`src/rtl/ysyx_041461_scoreboard.sv`:
```
// Issue-stage scoreboard: per-GPR in-flight write counters, a small table of
// in-flight CSR writers, and a trap-drain FSM that holds issue until every
// in-flight write has retired.

// Per-GPR pending-write counter. It nets this cycle's issue against the
// releases from all writeback ports, and it clamps at zero on underflow.
module ysyx_041461_scoreboard_cnt #(
  parameter int RIDX_W = 5,
  parameter int CNT_W  = 2,
  parameter int NWB    = 2,
  parameter int IDX    = 1
) (
  input  logic                  clk,
  input  logic                  rst,
  input  logic                  inc,
  input  logic                  flush,
  input  logic [NWB-1:0]        wb_valid,
  input  logic [NWB*RIDX_W-1:0] wb_rd,
  output logic [CNT_W-1:0]      cnt,
  output logic [CNT_W-1:0]      cnt_nxt,
  output logic                  uf
);
  localparam int SW = CNT_W + $clog2(NWB + 1) + 1;

  logic [SW-1:0] dec, sum;

  // Count the ports releasing this register, then net the result against the issue.
  always_comb begin
    dec = '0;
    for (int k = 0; k < NWB; k++)
      if (wb_valid[k] && wb_rd[k*RIDX_W +: RIDX_W] == RIDX_W'(IDX))
        dec = dec + SW'(1);
    sum     = SW'(cnt) + SW'(inc);
    uf      = sum < dec;
    cnt_nxt = uf ? '0 : CNT_W'(sum - dec);
    // flush squashes the whole cycle, so a release cannot flag an underflow here
    if (flush) begin
      cnt_nxt = '0;
      uf      = 1'b0;
    end
  end

  // Counter register
  always_ff @(posedge clk) begin
    if (rst) cnt <= '0;
    else     cnt <= cnt_nxt;
  end
endmodule

module ysyx_041461_scoreboard #(
  parameter int NREG   = 32,
  parameter int RIDX_W = 5,
  parameter int CNT_W  = 2,
  parameter int NWB    = 2,
  parameter int NCSR   = 4,
  parameter int CSR_W  = 12
) (
  input  logic                  clk,
  input  logic                  rst,
  input  logic                  iss_valid,
  input  logic                  iss_rs1_re,
  input  logic                  iss_rs2_re,
  input  logic [RIDX_W-1:0]     iss_rs1,
  input  logic [RIDX_W-1:0]     iss_rs2,
  input  logic                  iss_rd_we,
  input  logic [RIDX_W-1:0]     iss_rd,
  input  logic                  iss_csr_re,
  input  logic                  iss_csr_we,
  input  logic [CSR_W-1:0]      iss_csr,
  output logic                  iss_stall,
  input  logic [NWB-1:0]        wb_valid,
  input  logic [NWB*RIDX_W-1:0] wb_rd,
  input  logic                  csr_rel_valid,
  input  logic [CSR_W-1:0]      csr_rel_addr,
  input  logic                  flush,
  input  logic                  trap_req,
  output logic                  trap_ack,
  output logic                  busy,
  output logic                  err_underflow
);
  localparam logic [1:0] S_RUN   = 2'd0;
  localparam logic [1:0] S_DRAIN = 2'd1;
  localparam logic [1:0] S_ACK   = 2'd2;

  logic [1:0]                        state;
  logic [NREG-1:0][CNT_W-1:0]        cnt, cnt_nxt;
  logic [NREG-1:0]                   gpr_uf;
  logic [NCSR-1:0]                   csr_vld, csr_vld_nxt;
  logic [NCSR-1:0][CSR_W-1:0]        csr_addr, csr_addr_nxt;
  logic                              csr_hit, csr_full, rel_uf, fire;
  logic                              raw1, raw2, waw;

  // x0 is hardwired: it has no counter, so it never stalls and never underflows.
  assign cnt[0]     = '0;
  assign cnt_nxt[0] = '0;
  assign gpr_uf[0]  = 1'b0;

  for (genvar i = 1; i < NREG; i++) begin : g_gpr
    ysyx_041461_scoreboard_cnt #(
      .RIDX_W (RIDX_W),
      .CNT_W  (CNT_W),
      .NWB    (NWB),
      .IDX    (i)
    ) u_cnt (
      .clk      (clk),
      .rst      (rst),
      .inc      (fire && iss_rd_we && iss_rd == RIDX_W'(i)),
      .flush    (flush),
      .wb_valid (wb_valid),
      .wb_rd    (wb_rd),
      .cnt      (cnt[i]),
      .cnt_nxt  (cnt_nxt[i]),
      .uf       (gpr_uf[i])
    );
  end

  // Hazard detection reads only registered state, so a release in this cycle cannot clear this cycle's stall.
  always_comb begin
    csr_hit  = 1'b0;
    csr_full = &csr_vld;
    for (int i = 0; i < NCSR; i++)
      if (csr_vld[i] && csr_addr[i] == iss_csr) csr_hit = 1'b1;
    raw1 = iss_rs1_re && iss_rs1 != '0 && cnt[iss_rs1] != '0;
    raw2 = iss_rs2_re && iss_rs2 != '0 && cnt[iss_rs2] != '0;
    waw  = iss_rd_we  && iss_rd  != '0 && cnt[iss_rd] == '1;
    iss_stall = iss_valid && (state != S_RUN || trap_req || raw1 || raw2 || waw ||
                              ((iss_csr_re || iss_csr_we) && csr_hit) ||
                              (iss_csr_we && csr_full));
    fire = iss_valid && !iss_stall;
  end

  // CSR table next state: retire the lowest matching entry and allocate the lowest free entry, both based on this cycle's table
  always_comb begin
    logic found, done;
    csr_vld_nxt  = csr_vld;
    csr_addr_nxt = csr_addr;
    rel_uf       = 1'b0;
    found        = 1'b0;
    done         = 1'b0;
    if (csr_rel_valid) begin
      for (int i = 0; i < NCSR; i++)
        if (!found && csr_vld[i] && csr_addr[i] == csr_rel_addr) begin
          csr_vld_nxt[i] = 1'b0;
          found          = 1'b1;
        end
      rel_uf = !found;
    end
    if (fire && iss_csr_we)
      for (int i = 0; i < NCSR; i++)
        if (!done && !csr_vld[i]) begin
          csr_vld_nxt[i]  = 1'b1;
          csr_addr_nxt[i] = iss_csr;
          done            = 1'b1;
        end
    if (flush) begin
      csr_vld_nxt = '0;
      rel_uf      = 1'b0;
    end
  end

  // CSR table, busy summary, and sticky underflow flag
  always_ff @(posedge clk) begin
    if (rst) begin
      csr_vld       <= '0;
      csr_addr      <= '0;
      busy          <= 1'b0;
      err_underflow <= 1'b0;
    end else begin
      csr_vld       <= csr_vld_nxt;
      csr_addr      <= csr_addr_nxt;
      busy          <= (|cnt_nxt) || (|csr_vld_nxt);
      err_underflow <= err_underflow || (|gpr_uf) || rel_uf;
    end
  end

  // Trap-drain FSM: accept trap_req only in RUN, wait for registered busy to drop, then hold ACK for one cycle.
  always_ff @(posedge clk) begin
    if (rst) state <= S_RUN;
    else begin
      case (state)
        S_RUN:   if (trap_req) state <= S_DRAIN;
        S_DRAIN: if (!busy)    state <= S_ACK;
        S_ACK:                 state <= S_RUN;
        default:               state <= S_RUN;
      endcase
    end
  end

  assign trap_ack = state == S_ACK;
endmodule
```
`config.mk`:
```
export PLATFORM = sky130hd
export DESIGN_NAME = ysyx_041461_scoreboard
export DESIGN_NICKNAME = d
export VERILOG_FILES = /design/src/rtl/ysyx_041461_scoreboard.sv
export SDC_FILE = /design/constraint.sdc
export NUM_CORES = 1
export LEC_CHECK = 0
export CORE_MARGIN = 4
export CORE_UTILIZATION = 33
export CTS_BUF_LIST = sky130_fd_sc_hd__clkbuf_8
export DETAILED_ROUTE_END_ITERATION = 10
export GPL_TIMING_DRIVEN = 0
export SKIP_CTS_REPAIR_TIMING = 1
export SLEW_MARGIN = 10
export SYNTH_ARGS = -nofsm -noshare
export SYNTH_HDL_FRONTEND = slang
export SYNTH_SLANG_ARGS = --single-unit
```
`constraint.sdc`:
```
create_clock -name clk -period 13.6 [get_ports clk]
set_clock_uncertainty 0.1 [all_clocks]
set_input_delay 1.36 -clock clk [delete_from_list [all_inputs] [get_ports clk]]
set_output_delay 1.36 -clock clk [all_outputs]
set_load 0.05 [all_outputs]
```
==> metrics.md, run 1 <==
| Metric | Value |
|---|---|
| WL per Instance | `around 21 um` |
| Die Wd | `approximately 180 um` |
| RR Endpoint | `busy$_SDFF_PP0_` |
| FP Rows | `64` |
| Synth Cell Area | `between 10000 and 15000 um2` |
| Critical Path RT | `around 14000 ps` |
| DRC viols | `0` |
| Final WS setup | `a little over 6000 ps` |
| Setup TNS | `0 ps` |
| Final core occ | `a little under two fifths` |
| Die Y | `roughly 180 um` |
| Max H-tree Level | `4` |
| R2r setup slk | `around 7500 ps` |
| Worst-path clk slew | `90 ps` |
| Minimum clock period | `7570 ps` |
| CTS tree | `done` |
| Pwr/cell area | `71.5 nW/um2` |
| Area contributors post-synth | `dfxtp_1 23%, ha_1 15%, xnor2_1 9.9%` |
| CP Capture Type | `flip-flop` |
| CP Launch Type | `primary input` |
| Mean Syn Cell Area | `between 8 and 9 um2` |
| Yosys warning count | `0` |
| Diodes inserted | `0` |
| DP HPWL | `between 20 and 30 mm` |
| Worst hold start | `busy$_SDFF_PP0_` |
| Sequential fraction of the synthesis area | `23.0%` |
| Die area | `approximately 34000 um2` |
| Core area | `between 30000 and 40000 um2` |
| Max Slew Vio Count | `0` |
| Initial antenna violation count | `0` |
| Nets@finish | `1487` |
| Number of DRC markers in iteration 0 | `742` |
| Post-DRT Antenna Nets | `0` |
| Drt total wl | `around 35 mm` |
| Hold WC Path Type | `flip-flop to flip-flop` |
| Vias in the first global route | `approximately 9000` |
| Initial Util | `around a third` |
| Top cell type's share of synthesized area | `a little under a quarter` |
| GRT Overall Usage | `20.3%` |
| Asr flop ratio synth | `0%` |
| Post-synth top area cell | `dfxtp_1` |
| RePlAce Congestion | `~1.0` |
| Ports | `66` |
| Area growth syn-to-layout | `12.6%` |
| Grt total ovfl | `0` |
| Leakage | `0.00445 uW` |
| Critical Path AT | `about 7800 ps` |
| Netlist cell types | `60` |
| Area of the multi-input gates | `roughly 7300 um2` |
| Vias per inst | `~5.4` |
| Fin Hold WS | `roughly 380 ps` |
| Setup crit start | `iss_rd[2]` |
| Synth Register Bits | `118` |
| R2R Path Start | `g_gpr[14].u_cnt.cnt[0]$_SDFF_PP0_` |
| Status | `finished, final reports clean` |
| CTS root buffer | `clkbuf_8` |
| PortBufs | `between 40 and 50` |
| Share of layout cells above drive strength 1 | `just under 7%` |
| Vias after detailed routing | `9033` |
| FF-to-FF path depth | `20` |
| Count leader, synth | `nor2_1` |
| DP Cell Count | `about 1600` |
| Post-Syn Nets | `~1400` |
| Drt pass-1 iters | `5` |
| RSZ-0062 raised after global routing | `no` |
| Number of setup violations in the final report | `0` |
| Worst-Margin Slew | `830 ps` |
| Setup CP Type | `primary input to flip-flop` |
| Max IR drop VDD | `0.0497 mV` |
| Setup WS pre-CTS | `between 5000 and 6000 ps` |
| Hold Path End | `state[1]$_SDFFE_PP0P_` |
| Clk buf depth | `2` |
| Max-Slew Margin vs Limit | `44.6%` |
| Finished Layout Cells | `1679` |
| CTS Buf Count | `17` |
| Final period util | `between 50% and 60%` |
| Fill cells | `~3200` |
| Max FO, Critical Path | `10` |
| Storage cell area | `2360 um2` |
| Worst skew pair latency | `470 ps` |
| EDFF count, synth | `0` |
| Max_cap viols | `0` |
| Synthesized instance count | `roughly 1200` |
| Top FF cell, synth | `dfxtp_1` |
| Post-synth top cells | `261 x nor2_1, 124 x ha_1, 118 x dfxtp_1` |
| Clock sink count | `between 100 and 150` |
| Hold Path Stages | `1` |
| Maximum clock rate | `around 130 MHz` |
| Largest net degree at the start of global routing | `17` |
| First-pass GRT wire length | `~52 mm` |
| Hold Vio Cnt, Final | `0` |
==> layout make-up <==
type	count	share of cell area [%]
Clock inverter	15	1.38
Buffer	66	2.95
Tap cell	396	4.28
Sequential cell	118	20.4
Clock buffer	17	2.02
Multi-Input combinational cell	955	63.2
Inverter	71	2.30
Timing Repair Buffer	41	3.54
==> cell families after synthesis <==
logic type	after synthesis	share of synthesized area, %
flops	118	23.0
mux	79	10.6
compound gates	68	4.38
xor+xnor	127	10.8
simple gates	526	24.2
buf+inv	137	5.91
fa+ha+maj	155	21.1
==> per-layer routing <==
layer | wire, um | global-route usage (%)
met3 | 2770 | 3.89
met5 | 0 | 0
met2 | 15500 | 32.9
met4 | 1560 | 8.99
met1 | 14700 | 26.2
==> power by group <==
| group | internal (uW) | switching (uW) |
|---|---|---|
| clock | 153 | 185 |
| combinational | 50.8 | 86.7 |
| sequential | 349 | 3.40 |
==> metrics by stage <==
step           power (uW)  instance area (um2)
3_5_place_dp          495                11200
6_report              828                11600
4_1_cts               832                11600
5_1_grt               857                11600
2_1_floorplan         440                10300
3_3_place_gp          495                11200
==> placed cells by master, fill, tap and decap left out, types with 3 or more instances in the layout <==
master	instances
a211oi_1	4
a21oi_1	28
a221oi_1	3
buf_1	6
buf_2	16
buf_4	3
buf_6	4
clkbuf_1	35
clkbuf_8	17
clkdlybuf4s50_1	41
dfxtp_1	118
fa_1	31
ha_1	124
inv_1	70
inv_6	5
inv_8	5
mux2_2	4
mux2i_1	53
mux4_1	6
mux4_2	16
nand2_1	61
nand2b_1	6
nand3_1	26
nand4_1	35
nor2_1	261
nor2b_1	13
nor3_1	29
nor3b_1	20
nor4_1	29
o21ai_0	9
o22ai_1	3
o311ai_0	5
or2_2	4
or3_1	23
xnor2_1	116
xor2_1	11
==> how the worst max path moves through the flow <==
stage               slack (ps)  depth (start not counted)               to
floorplan                 8020                         21  busy$_SDFF_PP0_
global route              5790                         20  busy$_SDFF_PP0_
detailed placement        5590                         20  busy$_SDFF_PP0_
global placement          5650                         21  busy$_SDFF_PP0_
CTS                       6050                         21  busy$_SDFF_PP0_
finish                    6030                         21  busy$_SDFF_PP0_
==> state kept, by name, indices dropped and copies added (netlist names) <==
name / count
g_gpr.u_cnt.cnt: 62
csr_addr: 48
csr_vld: 4
state: 2
busy: 1
err_underflow: 1
==> critical path: stages <==
cell             delay (ps)
clkdlybuf4s50_1         500
clkbuf_1                520
buf_1                   490
mux2_2                  420
o221ai_2                210
o221ai_2                230
a211oi_1                380
and2_1                  290
nand3_1                 450
nor2_1                  260
ha_1                    230
fa_1                    460
nor3b_1                 160
nor2_1                  150
or3_1                   240
nand4_1                 140
nor4_1                  600
nand4_1                 230
nor2_1                  150
and3_1                  170
o221ai_1                140
(Power assumes the default switching activity.)
==> inputs of run 2 (changes only) <==
- clock period: 13.6 -> 7.65 ns (I/O delays scaled with it)
==> results of run 2 <==
The final DEF is identical to that of run 1. Status: finished, final reports clean.
Among the figures that moved: setup slack after placement 5590 ps -> 232 ps; setup slack after layout 6030 ps -> 678 ps; register-to-register setup slack 7480 ps -> 1530 ps; total power 828 uW -> 1470 uW; worst IR drop on VDD 0.0497 mV -> 0.0883 mV
==> inputs of run 3 (changes only) <==
- CORE_MARGIN: 4 -> 2
- CORE_UTILIZATION: 33 -> 55
- PLACE_DENSITY: unset -> 0.75
==> metrics.md, run 3 (synthesis gave the netlist of run 1 again) <==
| Metric | Value |
|---|---|
| Clock network power share | `41.6% (+0.7 points)` |
| Total power | `about 1500 uW` |
| Hold WC Path Type | `flip-flop to flip-flop` |
| Final WS setup | `556 ps` |
| Worst-Margin Slew | `802 ps (-28.2 ps)` |
| Post-Route M1 WL | `13.6 mm (-7.1%)` |
| Clk buf depth | `2 (unchanged)` |
| Setup WS pre-CTS | `between 200 and 300 ps` |
| FF-to-FF path depth | `20 (unchanged)` |
| Vias in the first global route | `9129 (+0.96%)` |
| Most used cell, CP | `nor2_1` |
| Minimum clock period | `approximately 7100 ps` |
| Max FO, Critical Path | `10 (unchanged)` |
| Met2 wire len | `14.6 mm (-6.1%)` |
| Nets@finish | `1487 (unchanged)` |
| RR Endpoint | `busy$_SDFF_PP0_` |
| PortBufs | `41 (unchanged)` |
| WL per Instance | `21.6 um (+4.9%)` |
| Ports | `66 (unchanged)` |
| Diodes inserted | `0 (unchanged)` |
| Hold Path Stages | `1 (unchanged)` |
| Core area | `18500 um2 (-40%)` |
| CTS root buffer | `clkbuf_8` |
| Clock sink count | `118 (unchanged)` |
| Area growth syn-to-layout | `10.8%` |
| Hold Vio Cnt, Final | `0 (unchanged)` |
| Switching part of the total | `between 30% and 40%` |
| Routed wl met3 | `2.69 mm (-2.7%)` |
| Critical path's slowest cell | `nor4_1` |
| Max H-tree Level | `4 (unchanged)` |
| Largest net degree at the start of global routing | `17 (unchanged)` |
| DR top layer | `met4` |
| Critical Path AT | `7280 ps` |
| Status | `finished, final reports clean` |
| Die area | `19800 um2 (-42%)` |
| CTS Buf Count | `17 (unchanged)` |
| Largest register by flop count | `g_gpr.u_cnt.cnt` |
| Die Y | `141 um (-24%)` |
| Max-Slew Margin vs Limit | `46.5% (+1.9 points)` |
| Max reg flops | `62 (unchanged)` |
| RePlAce Congestion | `1.04 (+3.9%)` |
| CP Capture Type | `flip-flop` |
| Post-DRT Antenna Nets | `0 (unchanged)` |
| First-pass GRT wire length | `50.9 mm (-2.7%)` |
| GRT Overall Usage | `33.6% (+13 points)` |
| Critical Path, Cell by Cell | `clkdlybuf4s50_1 > clkbuf_1 > buf_1 > mux2_2 > o221ai_2 > o221ai_2 > a211oi_1 > and2_1 > nand3_1 > nor2_1 > ha_1 > fa_1 > nor3b_1 > nor2_1 > or3_1 > nand4_1 > nor4_1 > nand4_1 > nor2_1 > and3_1 > o221ai_1` |
| DRC viols | `0 (unchanged)` |
| Comb power frac | `16.3% (-0.3 points)` |
| Worst skew pair latency | `450 ps (-20 ps)` |
| Worst hold start | `busy$_SDFF_PP0_` |
| DP HPWL | `25.4 mm (-5.8%)` |
| Worst-path clk slew | `80 ps (about the same)` |
| Biggest regs | `g_gpr.u_cnt.cnt (62), csr_addr (48), csr_vld (4)` |
| Final period util | `slightly above 90%` |
| Drt total wl | `32.7 mm (-5.3%)` |
| Internal power | `1030 uW` |
| Fill cells | `1629 (-49%)` |
| Max Slew Vio Count | `0 (unchanged)` |
| CP Launch Type | `primary input` |
| Max IR drop VDD | `between 0.1 and 0.15 mV` |
| R2r setup slk | `1600 ps` |
| Vias per inst | `6.18 (+15%)` |
| Die Wd | `141 um (-24%)` |
| Reg power frac | `42.0% (-0.5 points)` |
| Pwr/cell area | `131 nW/um2` |
| Fin Hold WS | `360 ps (-16.0 ps)` |
| Net Switching | `approximately 460 uW` |
| Hold Path End | `state[1]$_SDFFE_PP0P_` |
| Slowest stage delay, CP | `630 ps (+30 ps)` |
| Grt total ovfl | `0 (unchanged)` |
| Maximum clock rate | `about 140 MHz` |
| Number of setup violations in the final report | `0 (unchanged)` |
| Setup CP Type | `primary input to flip-flop` |
| Leakage | `0.00445 uW (-0.14%)` |
| Most frequent cells in the layout | `261 x nor2_1, 124 x ha_1, 118 x dfxtp_1` |
| R2R Path Start | `g_gpr[10].u_cnt.cnt[1]$_SDFF_PP0_` |
| Setup TNS | `0 ps (unchanged)` |
| Share of layout cells above drive strength 1 | `6.71% (-0.073 points)` |
| Initial Util | `55.6% (+22 points)` |
| Number of DRC markers in iteration 0 | `907 (+22%)` |
| Vias after detailed routing | `9364 (+3.7%)` |
| Drt pass-1 iters | `8 (+3)` |
| CTS tree | `done` |
| Commonest non-fill, non-tap cell in the layout | `nor2_1` |
| Initial antenna violation count | `0 (unchanged)` |
| Setup crit start | `iss_rd[2]` |
| Max_cap viols | `0 (unchanged)` |
| Critical Path RT | `7840 ps` |
| FP Rows | `50 (-22%)` |
| RSZ-0062 raised after global routing | `no` |
[run 3: critical path, delay by kind of cell]
kind | cells | cell delay [ps]
buffers and inverters | 3 | 1550
and+or+nand+nor | 11 | 2930
AOI/OAI and AO/OA | 4 | 910
muxes | 1 | 430
adders and majority gates | 2 | 690
[run 3: how the worst max path moves through the flow]
stage	to	slack [ps]	cells after the start
6_report	busy$_SDFF_PP0_	560	21
3_3_place_gp	busy$_SDFF_PP0_	300	21
3_5_place_dp	busy$_SDFF_PP0_	270	21
4_1_cts	busy$_SDFF_PP0_	730	21
2_1_floorplan	busy$_SDFF_PP0_	2670	21
5_1_grt	busy$_SDFF_PP0_	430	21
[run 3: cell type report]
| type | count | area, um2 | area share (%) |
|---|---|---|---|
| multi-input cells | 955 | 7320 | 64.2 |
| flip-flops and latches | 118 | 2360 | 20.7 |
| clock inverters | 14 | 174 | 1.53 |
| clock buffers | 17 | 234 | 2.05 |
| plain buffers | 66 | 342 | 3.00 |
| inverters | 71 | 267 | 2.34 |
| repair buffers | 41 | 410 | 3.60 |
| well taps | 234 | 293 | 2.57 |
[run 3: through the flow]
stage / utilization [%] / cell area (um2) / std cells
after floorplan: - / 10300 / 1210
after global placement: 59.4 / 11000 / 1485
after detailed placement: 59.4 / 11000 / 1485
after CTS: 61.6 / 11400 / 1516
after global routing: 61.6 / 11400 / 1516
final: 61.6 / 11400 / 1516
[run 3: power by group through the flow]
stage          logic (uW)  registers [uW]  clock network (uW)
2_1_floorplan         138             644                   0
3_3_place_gp          234             640                   0
3_5_place_dp          235             640                   0
4_1_cts               237             625                 619
5_1_grt               255             626                 647
6_report              243             626                 620
[run 3: routing by layer]
layer / up-vias / global-route usage (%)
met1: 4494 / 44.0
li1: 4254 / -
met3: 123 / 6.28
met2: 493 / 53.2
met4: 0 / 16.9
met5: - / 0
